### src/rtl/oled_pkg.sv
// Shared types and constants for the SSD1306 GRAM controller.
// Holds the FSM state set, I2C control bytes and the init table.
package oled_pkg;

  typedef enum logic [2:0] {
    S_WAIT,
    S_INIT_CMD,
    S_PG_SETUP,
    S_PG_DATA,
    S_IDLE,
    S_ONOFF
  } state_e;

  localparam logic [7:0] CTRL_CMD  = 8'h00;
  localparam logic [7:0] CTRL_DATA = 8'h40;
  localparam int         INIT_LEN  = 29;

  function automatic logic [7:0] init_byte(
    input logic [4:0] i
  );
    case (i)
      5'd0:    init_byte = 8'hA8;
      5'd1:    init_byte = 8'h1F;
      5'd2:    init_byte = 8'hDA;
      5'd3:    init_byte = 8'h02;
      5'd4:    init_byte = 8'hD3;
      5'd5:    init_byte = 8'h00;
      5'd6:    init_byte = 8'h40;
      5'd7:    init_byte = 8'hA1;
      5'd8:    init_byte = 8'h81;
      5'd9:    init_byte = 8'hFF;
      5'd10:   init_byte = 8'hA4;
      5'd11:   init_byte = 8'hA6;
      5'd12:   init_byte = 8'hD5;
      5'd13:   init_byte = 8'hF0;
      5'd14:   init_byte = 8'h8D;
      5'd15:   init_byte = 8'h14;
      5'd16:   init_byte = 8'hAE;
      5'd17:   init_byte = 8'h20;
      5'd18:   init_byte = 8'h02;
      5'd19:   init_byte = 8'hB0;
      5'd20:   init_byte = 8'hC8;
      5'd21:   init_byte = 8'h00;
      5'd22:   init_byte = 8'h10;
      5'd23:   init_byte = 8'h40;
      5'd24:   init_byte = 8'hD9;
      5'd25:   init_byte = 8'h22;
      5'd26:   init_byte = 8'hDB;
      5'd27:   init_byte = 8'h20;
      5'd28:   init_byte = 8'hAF;
      default: init_byte = 8'h00;
    endcase
  endfunction

endpackage

### src/rtl/oled_delay.sv
// Saturating power-up counter; done_o holds high once
// N-1 cycles have elapsed since reset was released.
module oled_delay #(
  parameter int unsigned N = 16_000_000
) (
  input  logic clk_i,
  input  logic rst_i,
  output logic done_o
);

  localparam int unsigned CW = (N > 1) ? $clog2(N) : 1;

  logic [CW-1:0] cnt_q, cnt_d;

  assign done_o = (cnt_q == CW'(N - 1));

  always_comb begin
    cnt_d = cnt_q;
    if (!done_o) cnt_d = cnt_q + 1'b1;
  end

  always_ff @(posedge clk_i) begin
    if (rst_i) cnt_q <= '0;
    else       cnt_q <= cnt_d;
  end

endmodule

### src/rtl/oled_gram_ctrl.sv
// SSD1306 controller: power-up wait, init, first clear, then
// arbitrated on/off and full-frame GRAM refresh over an I2C byte port.
module oled_gram_ctrl
  import oled_pkg::*;
#(
  parameter int DELAY_CYCLES = 16_000_000,
  parameter int PAGES        = 4,
  parameter int COLS         = 128,
  parameter int AW           = $clog2(PAGES * COLS)
) (
  input  logic          clk_32M,
  input  logic          rst,
  input  logic          cmd_on,
  input  logic          cmd_off,
  input  logic          refresh,
  input  logic          fill_en,
  input  logic [7:0]    fill_pattern,
  output logic [AW-1:0] gram_addr,
  input  logic [7:0]    gram_data,
  output logic          i2c_enable,
  output logic [7:0]    i2c_ctrl,
  output logic [7:0]    i2c_data,
  input  logic          i2c_done,
  output logic          busy,
  output logic          init_done
);

  state_e        state_q, state_d;
  logic          en_q, en_d;
  logic [7:0]    ctrl_q, ctrl_d;
  logic [7:0]    data_q, data_d;
  logic [4:0]    idx_q, idx_d;
  logic [2:0]    page_q, page_d;
  logic [7:0]    col_q, col_d;
  logic [1:0]    sub_q, sub_d;
  logic [AW-1:0] addr_q, addr_d;
  logic          fill_q, fill_d;
  logic [7:0]    fillb_q, fillb_d;
  logic          idone_q, idone_d;
  logic          off_q, off_d;
  logic          on_q, on_d;
  logic          ref_q, ref_d;
  logic          rfill_q, rfill_d;
  logic [7:0]    rpat_q, rpat_d;
  logic          svc_off, svc_on, svc_ref;
  logic          dly_done;
  logic          ack;
  logic [7:0]    pix;
  logic [AW-1:0] addr_inc;

  oled_delay #(
    .N (DELAY_CYCLES)
  ) u_delay (
    .clk_i  (clk_32M),
    .rst_i  (rst),
    .done_o (dly_done)
  );

  assign ack        = i2c_done & en_q;
  assign pix        = fill_q ? fillb_q : gram_data;
  assign gram_addr  = addr_q;
  assign i2c_enable = en_q;
  assign i2c_ctrl   = ctrl_q;
  assign i2c_data   = data_q;
  assign busy       = (state_q != S_IDLE);
  assign init_done  = idone_q;

  // addr_q runs one byte ahead of the column being sent
  assign addr_inc = (addr_q == AW'(PAGES * COLS - 1)) ?
                    '0 : addr_q + 1'b1;

  always_comb begin
    off_d   = off_q & ~svc_off;
    on_d    = on_q & ~svc_on;
    ref_d   = ref_q & ~svc_ref;
    rfill_d = rfill_q;
    rpat_d  = rpat_q;
    if (cmd_off) begin
      off_d = 1'b1;
      on_d  = 1'b0;
    end else if (cmd_on) begin
      on_d  = 1'b1;
      off_d = 1'b0;
    end
    if (refresh) begin
      ref_d   = 1'b1;
      rfill_d = fill_en;
      rpat_d  = fill_pattern;
    end
  end

  always_comb begin
    state_d = state_q;
    en_d    = en_q;
    ctrl_d  = ctrl_q;
    data_d  = data_q;
    idx_d   = idx_q;
    page_d  = page_q;
    col_d   = col_q;
    sub_d   = sub_q;
    addr_d  = addr_q;
    fill_d  = fill_q;
    fillb_d = fillb_q;
    idone_d = idone_q;
    svc_off = 1'b0;
    svc_on  = 1'b0;
    svc_ref = 1'b0;
    unique case (state_q)
      S_WAIT: begin
        if (dly_done) begin
          state_d = S_INIT_CMD;
          en_d    = 1'b1;
          ctrl_d  = CTRL_CMD;
          data_d  = init_byte(5'd0);
          idx_d   = '0;
        end
      end
      S_INIT_CMD: begin
        if (ack) begin
          if (idx_q == 5'(INIT_LEN - 1)) begin
            state_d = S_PG_SETUP;
            data_d  = 8'hB0;
            page_d  = '0;
            sub_d   = '0;
            addr_d  = '0;
            fill_d  = 1'b1;
            fillb_d = 8'h00;
          end else begin
            idx_d  = idx_q + 5'd1;
            data_d = init_byte(idx_q + 5'd1);
          end
        end
      end
      S_PG_SETUP: begin
        if (ack) begin
          if (sub_q == 2'd2) begin
            state_d = S_PG_DATA;
            ctrl_d  = CTRL_DATA;
            col_d   = '0;
            data_d  = pix;
            addr_d  = addr_inc;
          end else begin
            sub_d  = sub_q + 2'd1;
            data_d = (sub_q == 2'd0) ? 8'h00 : 8'h10;
          end
        end
      end
      S_PG_DATA: begin
        if (ack) begin
          if (col_q == 8'(COLS - 1)) begin
            col_d = '0;
            if (page_q == 3'(PAGES - 1)) begin
              state_d = S_IDLE;
              en_d    = 1'b0;
              page_d  = '0;
              idone_d = 1'b1;
            end else begin
              state_d = S_PG_SETUP;
              ctrl_d  = CTRL_CMD;
              sub_d   = '0;
              page_d  = page_q + 3'd1;
              data_d  = 8'hB0 | {5'd0, page_q + 3'd1};
            end
          end else begin
            col_d  = col_q + 8'd1;
            data_d = pix;
            addr_d = addr_inc;
          end
        end
      end
      S_IDLE: begin
        if (off_q) begin
          svc_off = 1'b1;
          state_d = S_ONOFF;
          en_d    = 1'b1;
          ctrl_d  = CTRL_CMD;
          data_d  = 8'hAE;
        end else if (on_q) begin
          svc_on  = 1'b1;
          state_d = S_ONOFF;
          en_d    = 1'b1;
          ctrl_d  = CTRL_CMD;
          data_d  = 8'hAF;
        end else if (ref_q) begin
          svc_ref = 1'b1;
          state_d = S_PG_SETUP;
          en_d    = 1'b1;
          ctrl_d  = CTRL_CMD;
          data_d  = 8'hB0;
          page_d  = '0;
          sub_d   = '0;
          addr_d  = '0;
          fill_d  = rfill_q;
          fillb_d = rpat_q;
        end
      end
      S_ONOFF: begin
        if (ack) begin
          state_d = S_IDLE;
          en_d    = 1'b0;
        end
      end
      default: state_d = S_WAIT;
    endcase
  end

  always_ff @(posedge clk_32M) begin
    if (rst) begin
      state_q <= S_WAIT;
      en_q    <= 1'b0;
      ctrl_q  <= 8'h00;
      data_q  <= 8'h00;
      idx_q   <= '0;
      page_q  <= '0;
      col_q   <= '0;
      sub_q   <= '0;
      addr_q  <= '0;
      fill_q  <= 1'b0;
      fillb_q <= 8'h00;
      idone_q <= 1'b0;
      off_q   <= 1'b0;
      on_q    <= 1'b0;
      ref_q   <= 1'b0;
      rfill_q <= 1'b0;
      rpat_q  <= 8'h00;
    end else begin
      state_q <= state_d;
      en_q    <= en_d;
      ctrl_q  <= ctrl_d;
      data_q  <= data_d;
      idx_q   <= idx_d;
      page_q  <= page_d;
      col_q   <= col_d;
      sub_q   <= sub_d;
      addr_q  <= addr_d;
      fill_q  <= fill_d;
      fillb_q <= fillb_d;
      idone_q <= idone_d;
      off_q   <= off_d;
      on_q    <= on_d;
      ref_q   <= ref_d;
      rfill_q <= rfill_d;
      rpat_q  <= rpat_d;
    end
  end

endmodule

### config.mk
export PLATFORM = sky130hd
export DESIGN_NAME = oled_gram_ctrl
export DESIGN_NICKNAME = d
export VERILOG_FILES = /design/src/rtl/oled_pkg.sv /design/src/rtl/oled_delay.sv /design/src/rtl/oled_gram_ctrl.sv
export SDC_FILE = /design/constraint.sdc
export NUM_CORES = 1
export LEC_CHECK = 0
export ABC_AREA = 0
export BUFFER_PORTS_ARGS = -buffer_cell sky130_fd_sc_hd__buf_2
export CELL_PAD_IN_SITES_DETAIL_PLACEMENT = 1
export CELL_PAD_IN_SITES_GLOBAL_PLACEMENT = 2
export CORE_MARGIN = 2
export CORE_UTILIZATION = 24
export CTS_CLUSTER_SIZE = 24
export DETAILED_ROUTE_END_ITERATION = 7
export GPL_ROUTABILITY_DRIVEN = 0
export PLACE_DENSITY = 0.66
export SLEW_MARGIN = 20
export SYNTH_ARGS = -nofsm -noshare
export SYNTH_HDL_FRONTEND = slang
export SYNTH_SLANG_ARGS = --single-unit
### constraint.sdc
create_clock -name clk_32M -period 2.43 [get_ports clk_32M]
set_input_delay 0.3645 -clock clk_32M [delete_from_list [all_inputs] [get_ports clk_32M]]
set_output_delay 0.3645 -clock clk_32M [all_outputs]
set_load 0.05 [all_outputs]
After elaboration in Yosys (flattened, before gate mapping):

Memories as Yosys holds them, arrays and structs flattened.
Cells that the tools add are included.

* register bits after elaboration: 93
* logic and storage cells: 195
* ROM bits: 256
* memories kept: 1
* memory bits (writable): 0
* latch bits: 0
* bits of input ports: 23
* output and inout port bits: 28

Memory list
* (no name shown): words 32, width 8, read ports 1, clocked after memory_dff 0, write ports 0, line oled_pkg.sv:21 `case (i)`

* order comparisons: 0
* shift operators: 0
* reductions and logical operators: 22
* divide/modulo/power cells: 0
* $add $sub $neg: 6
* mux-type cells: 111
* multipliers: 0
* equal/unequal tests: 30
* bitwise logic cells: 7

Operator list (count)
* two-way mux 8 bit: 30
* two-way mux 9 bit: 10
* two-way mux 3 bit: 20
* one-hot mux 8 bit (5 select lines): 1
* one-hot mux 9 bit (4 select lines): 1
* != test 2 bit, second input constant: 16
* one-hot mux 8 bit (2 select lines): 2
* one-hot mux 8 bit (4 select lines): 1
* two-way mux 1 bit: 26
* adder 24 x 1 -> 24 bit, second input constant: 1
* equality test 24 bit, second input constant: 1
* two-way mux 2 bit: 10
* two-way mux 5 bit: 4
* one-hot mux 3 bit (6 select lines): 1
* AND reduction 8 bit: 2
* AND reduction 7 bit: 2
* AND reduction 4 bit: 3
* nonzero test 4 bit: 3
* AND reduction 11 bit: 1
* one-hot mux 5 bit (2 select lines): 1
* AND reduction 10 bit: 1
* adder 9 x 1 -> 9 bit, second input constant: 1
* equality test 3 x 2 -> 1 bit, second input constant: 3
* equality test 9 bit, second input constant: 1
* 25 further kinds: 34

Depth between registers and ports, before layout:

* word-level depth: 7
* gate-level depth with buffers: 11
* gate-level depth less buffers: 9

Cells and area by module:

From an unflattened synthesis, not the netlist that was laid out.

* cells, all modules: 693
* area total of the unflattened synthesis: 5406.4 um^2

Modules (own cells, without submodules)
* oled_gram_ctrl: cells each 545, seq. area each 1241.2 um^2, area each 4181.5 um^2, instances 1
* oled_delay: cells each 148, seq. area each 480.5 um^2, area each 1224.9 um^2, instances 1

Least setup slack after synthesis:

OpenSTA, ideal clock, no wires.

* kind: reg-to-reg
* start point: register idx_q[0]
* end point: register addr_q[5], in the netlist gram_addr[5]
* arrival: 2.321 ns
* clock period less this slack: 2.396 ns
* setup time: 0.074 ns
* data required time: 2.356 ns
* path slack: 0.034 ns
* path buffers: 1
* stages on the path, launching flop included: 10
* cell sequence: dfxtp_1 clkbuf_1 inv_1 ha_1 and4_1 o21ai_0 a21o_1 or4_1 or3_1 o21ai_0

* cells in the longest elaborated chain, start to end: 3

RTL lines
* start, declared: line oled_gram_ctrl.sv:32 `logic [4:0] idx_q, idx_d;`
* start signal, assigned: line oled_gram_ctrl.sv:231 `idx_q <= idx_d;`
* equality test 5 bit: line oled_gram_ctrl.sv:120 `if (idx_q == 5'(INIT_LEN - 1)) begin`
* != test 2 bit (no source line)
* AND reduction 10 bit (no source line)
* end signal, assigned: line oled_gram_ctrl.sv:235 `addr_q <= addr_d;`
* end, declared: line oled_gram_ctrl.sv:36 `logic [AW-1:0] addr_q, addr_d;`

Every way passes these cells.
A chain may end at the register's enable or synchronous reset.

Worst setup path after layout:

* start point: register idx_q[1]
* end point: register addr_q[6], in the netlist gram_addr[6]

Same word-level chain as after synthesis.

==> flow_metrics.env <==
export IMPL_ys_seq_area_frac=0.325
export IMPL_timing_rr_start="idx_q[1]$_SDFFE_PP0P_"
export IMPL_layout_common_cells="dfxtp_1 (85), nor2_1 (73), buf_4 (54)"
export IMPL_layout_drive_gt1_share=0.200
export IMPL_start_kind="register"
export IMPL_end_kind="register"
export IMPL_path_class="reg -> reg"
export IMPL_reg2reg_slack_ps=130
export IMPL_min_delay_path_depth=2
export IMPL_hold_viol=0
export IMPL_ant_nets=0
export IMPL_routed_via_density=5.10
export IMPL_synth_top_cell_by_area="dfxtp_1"
export IMPL_root_buffer="clkbuf_16"
export IMPL_rsz0062_at_grt="yes"
export IMPL_place_area_um2=6040
export IMPL_report_final_slew_viol_count=0
export IMPL_die_x_um=153
export IMPL_syn_to_final_growth_pct=20.6
export IMPL_vias=5121
export IMPL_tns_ps=0
export IMPL_cp_max_fo=6
export IMPL_p_leak_nw=2.40
export IMPL_grt_use_total=0.158
export IMPL_synth_top_area_frac=0.325
export IMPL_r2r_end="gram_addr[6]$_SDFFE_PP0P_"
export IMPL_fin_crit_ps=2300
export IMPL_num_rows=54
export IMPL_synth_area_top_cells="dfxtp_1 (32%), nor2_1 (5.2%), a21oi_1 (4.6%), mux2i_1 (4.3%), ha_1 (4.2%)"
export IMPL_antenna_found_initial=0
export IMPL_drv_cap=0
export IMPL_layout_cells_most_common="dfxtp_1"
export IMPL_ctsLongestPathBuffers=2
export IMPL_netlist_instances=652
export IMPL_synth_seq_cells=86
export IMPL_drt_iter0_drc=278
export IMPL_peakVddDrop_mv=0.280
export IMPL_avgRoutedWirePerCell_um=18.2
export IMPL_first_pass_iters=4
export IMPL_reg2regPathDepth=8
export IMPL_required_ps=2720
export IMPL_clock_sinks=86
export IMPL_layout_core_utilization=0.294
export IMPL_start_util=0.244
export IMPL_grt_max_degree=32
export IMPL_drc_errors=0
export IMPL_p_total_mw=3.14
export IMPL_yosys_warnings=0
export IMPL_setup_worst_path_end="gram_addr[6]$_SDFFE_PP0P_"
export IMPL_cts_clk_slew_worst_paths_ps=70
export IMPL_grt_pass1_wl_mm=30.0
export IMPL_drt_total_wl_mm=18.2
export IMPL_dpl_worst_slack_ps=117
export IMPL_cts_inserted_buffers=9
export IMPL_core_area_um2=21800
export IMPL_critPathLaunch="idx_q[1]$_SDFFE_PP0P_"
export IMPL_synth_edf_count=0
export IMPL_hold_path_class="in -> reg"
export IMPL_ys_flop_type="dfxtp_1"
export IMPL_fin_ws_ps=131
export IMPL_globalRouteOverflowTotal=0
export IMPL_clock_latency_ps=350
export IMPL_io_buffer_count=43
export IMPL_async_flop_share=0
export IMPL_syn_area_um2=5300
export IMPL_power_density_nw_per_um2=491
export IMPL_post_dp_hpwl_mm=13.8
export IMPL_synth_cell_types=74
export IMPL_pin_count=51
export IMPL_cts_tree="done"
export IMPL_status="finished clean"
export IMPL_die_area_um2=23300
export IMPL_fin_area_um2=6390
export IMPL_final_nets=760
export IMPL_finClkSkew_ps=10.1
export IMPL_grt_pass1_vias=5367
export IMPL_synth_area_per_cell_um2=8.13
export IMPL_holdBufCountCts=0
export IMPL_h_tree_depth=3
export IMPL_dieHeight_um=153
export IMPL_diodes=0
export IMPL_setup_viol_count_final=0
export IMPL_post_route_period_util=0.946
export IMPL_arrival_ps=2580
export IMPL_max_freq_ghz=0.435
==> kinds of logic after synthesis <==
logic type,after synthesis,share of synthesized area
DFF,86,0.325
buffers and inverters,64,0.0597
AOI/OAI and AO/OA,155,0.194
xor gates and xnor gates,30,0.0496
and+or+nand+nor,274,0.284
other,1,0.000707
adders and majority gates,18,0.0425
muxes,24,0.0455
==> power by group <==
part / internal, mW / switching (mW)
Clock: 0.937 / 0.630
Sequential: 1.42 / 0.0145
Combinational: 0.0417 / 0.0903
==> worst max-delay path: stages, from the launching register on <==
cell and delay (ps):
dfxtp_1 330, inv_1 80, ha_1 190, and4_1 260, o21ai_0 140, a21o_1 270
or4_1 530, or3_1 360, o21ai_0 70
==> per-layer routing <==
| layer | vias up | global-route usage | part of all wire |
|---|---|---|---|
| met5 | - | 0 | 0 |
| met4 | 0 | 0.0313 | 0.012 |
| met3 | 16 | 0.0287 | 0.032 |
| met2 | 82 | 0.272 | 0.48 |
| met1 | 2548 | 0.209 | 0.47 |
| li1 | 2475 | - | - |
==> cell type report <==
type	count	area, µm²
clock buffers	10	239
clock inverters	6	91.3
fillers	2608	15400
inverters	17	63.8
multi-input cells	508	3310
flip-flops and latches	86	1720
well taps	280	350
repair buffers	97	621
==> per-stage QoR <==
stage,cells,hold WS [ps]
floorplan,658,443
global route,1004,221
global placement,988,443
finish,1004,219
detailed placement,988,448
CTS,1004,212
==> flip-flops by register name, summed over array words and instances (netlist names), 2 cells and up <==
name           flops
page_q             3
u_delay.cnt_q     24
fillb_q            8
state_q            3
idx_q              5
sub_q              2
gram_addr          9
i2c_data           8
col_q              8
rpat_q             8
==> worst min-delay path by stage <==
stage / to / from / slack [ps]
floorplan: on_q$_SDFF_PP0_ / cmd_off / 440
global placement: i2c_data[2]$_SDFFE_PP0P_ / i2c_data[2]$_SDFFE_PP0P_ / 440
detailed placement: i2c_data[1]$_SDFFE_PP0P_ / i2c_data[1]$_SDFFE_PP0P_ / 450
CTS: on_q$_SDFF_PP0_ / cmd_off / 210
global route: on_q$_SDFF_PP0_ / cmd_off / 220
finish: on_q$_SDFF_PP0_ / cmd_off / 220
==> Yosys cell counts, types with 5 or more instances <==
cell type	instances
nand4_1	5
a31oi_1	8
a21oi_1	49
o21ai_0	30
xnor2_1	19
xor2_1	11
a211oi_1	8
nand2_1	42
inv_1	16
buf_4	7
nor4_1	5
dfxtp_1	86
buf_6	6
nand2b_1	24
clkbuf_1	30
ha_1	18
nor2b_1	7
o22ai_1	5
and4_1	5
o31ai_1	5
nand3_1	30
nor3_1	24
or3_1	13
nand3b_1	6
mux2i_1	23
nor2_1	73
==> timing repair <==
item | CTS | global route
gates resized for setup | 0 | 8
setup endpoints to repair | 0 | 15
setup buffers | 0 | 0
(Power assumes the default switching activity.)
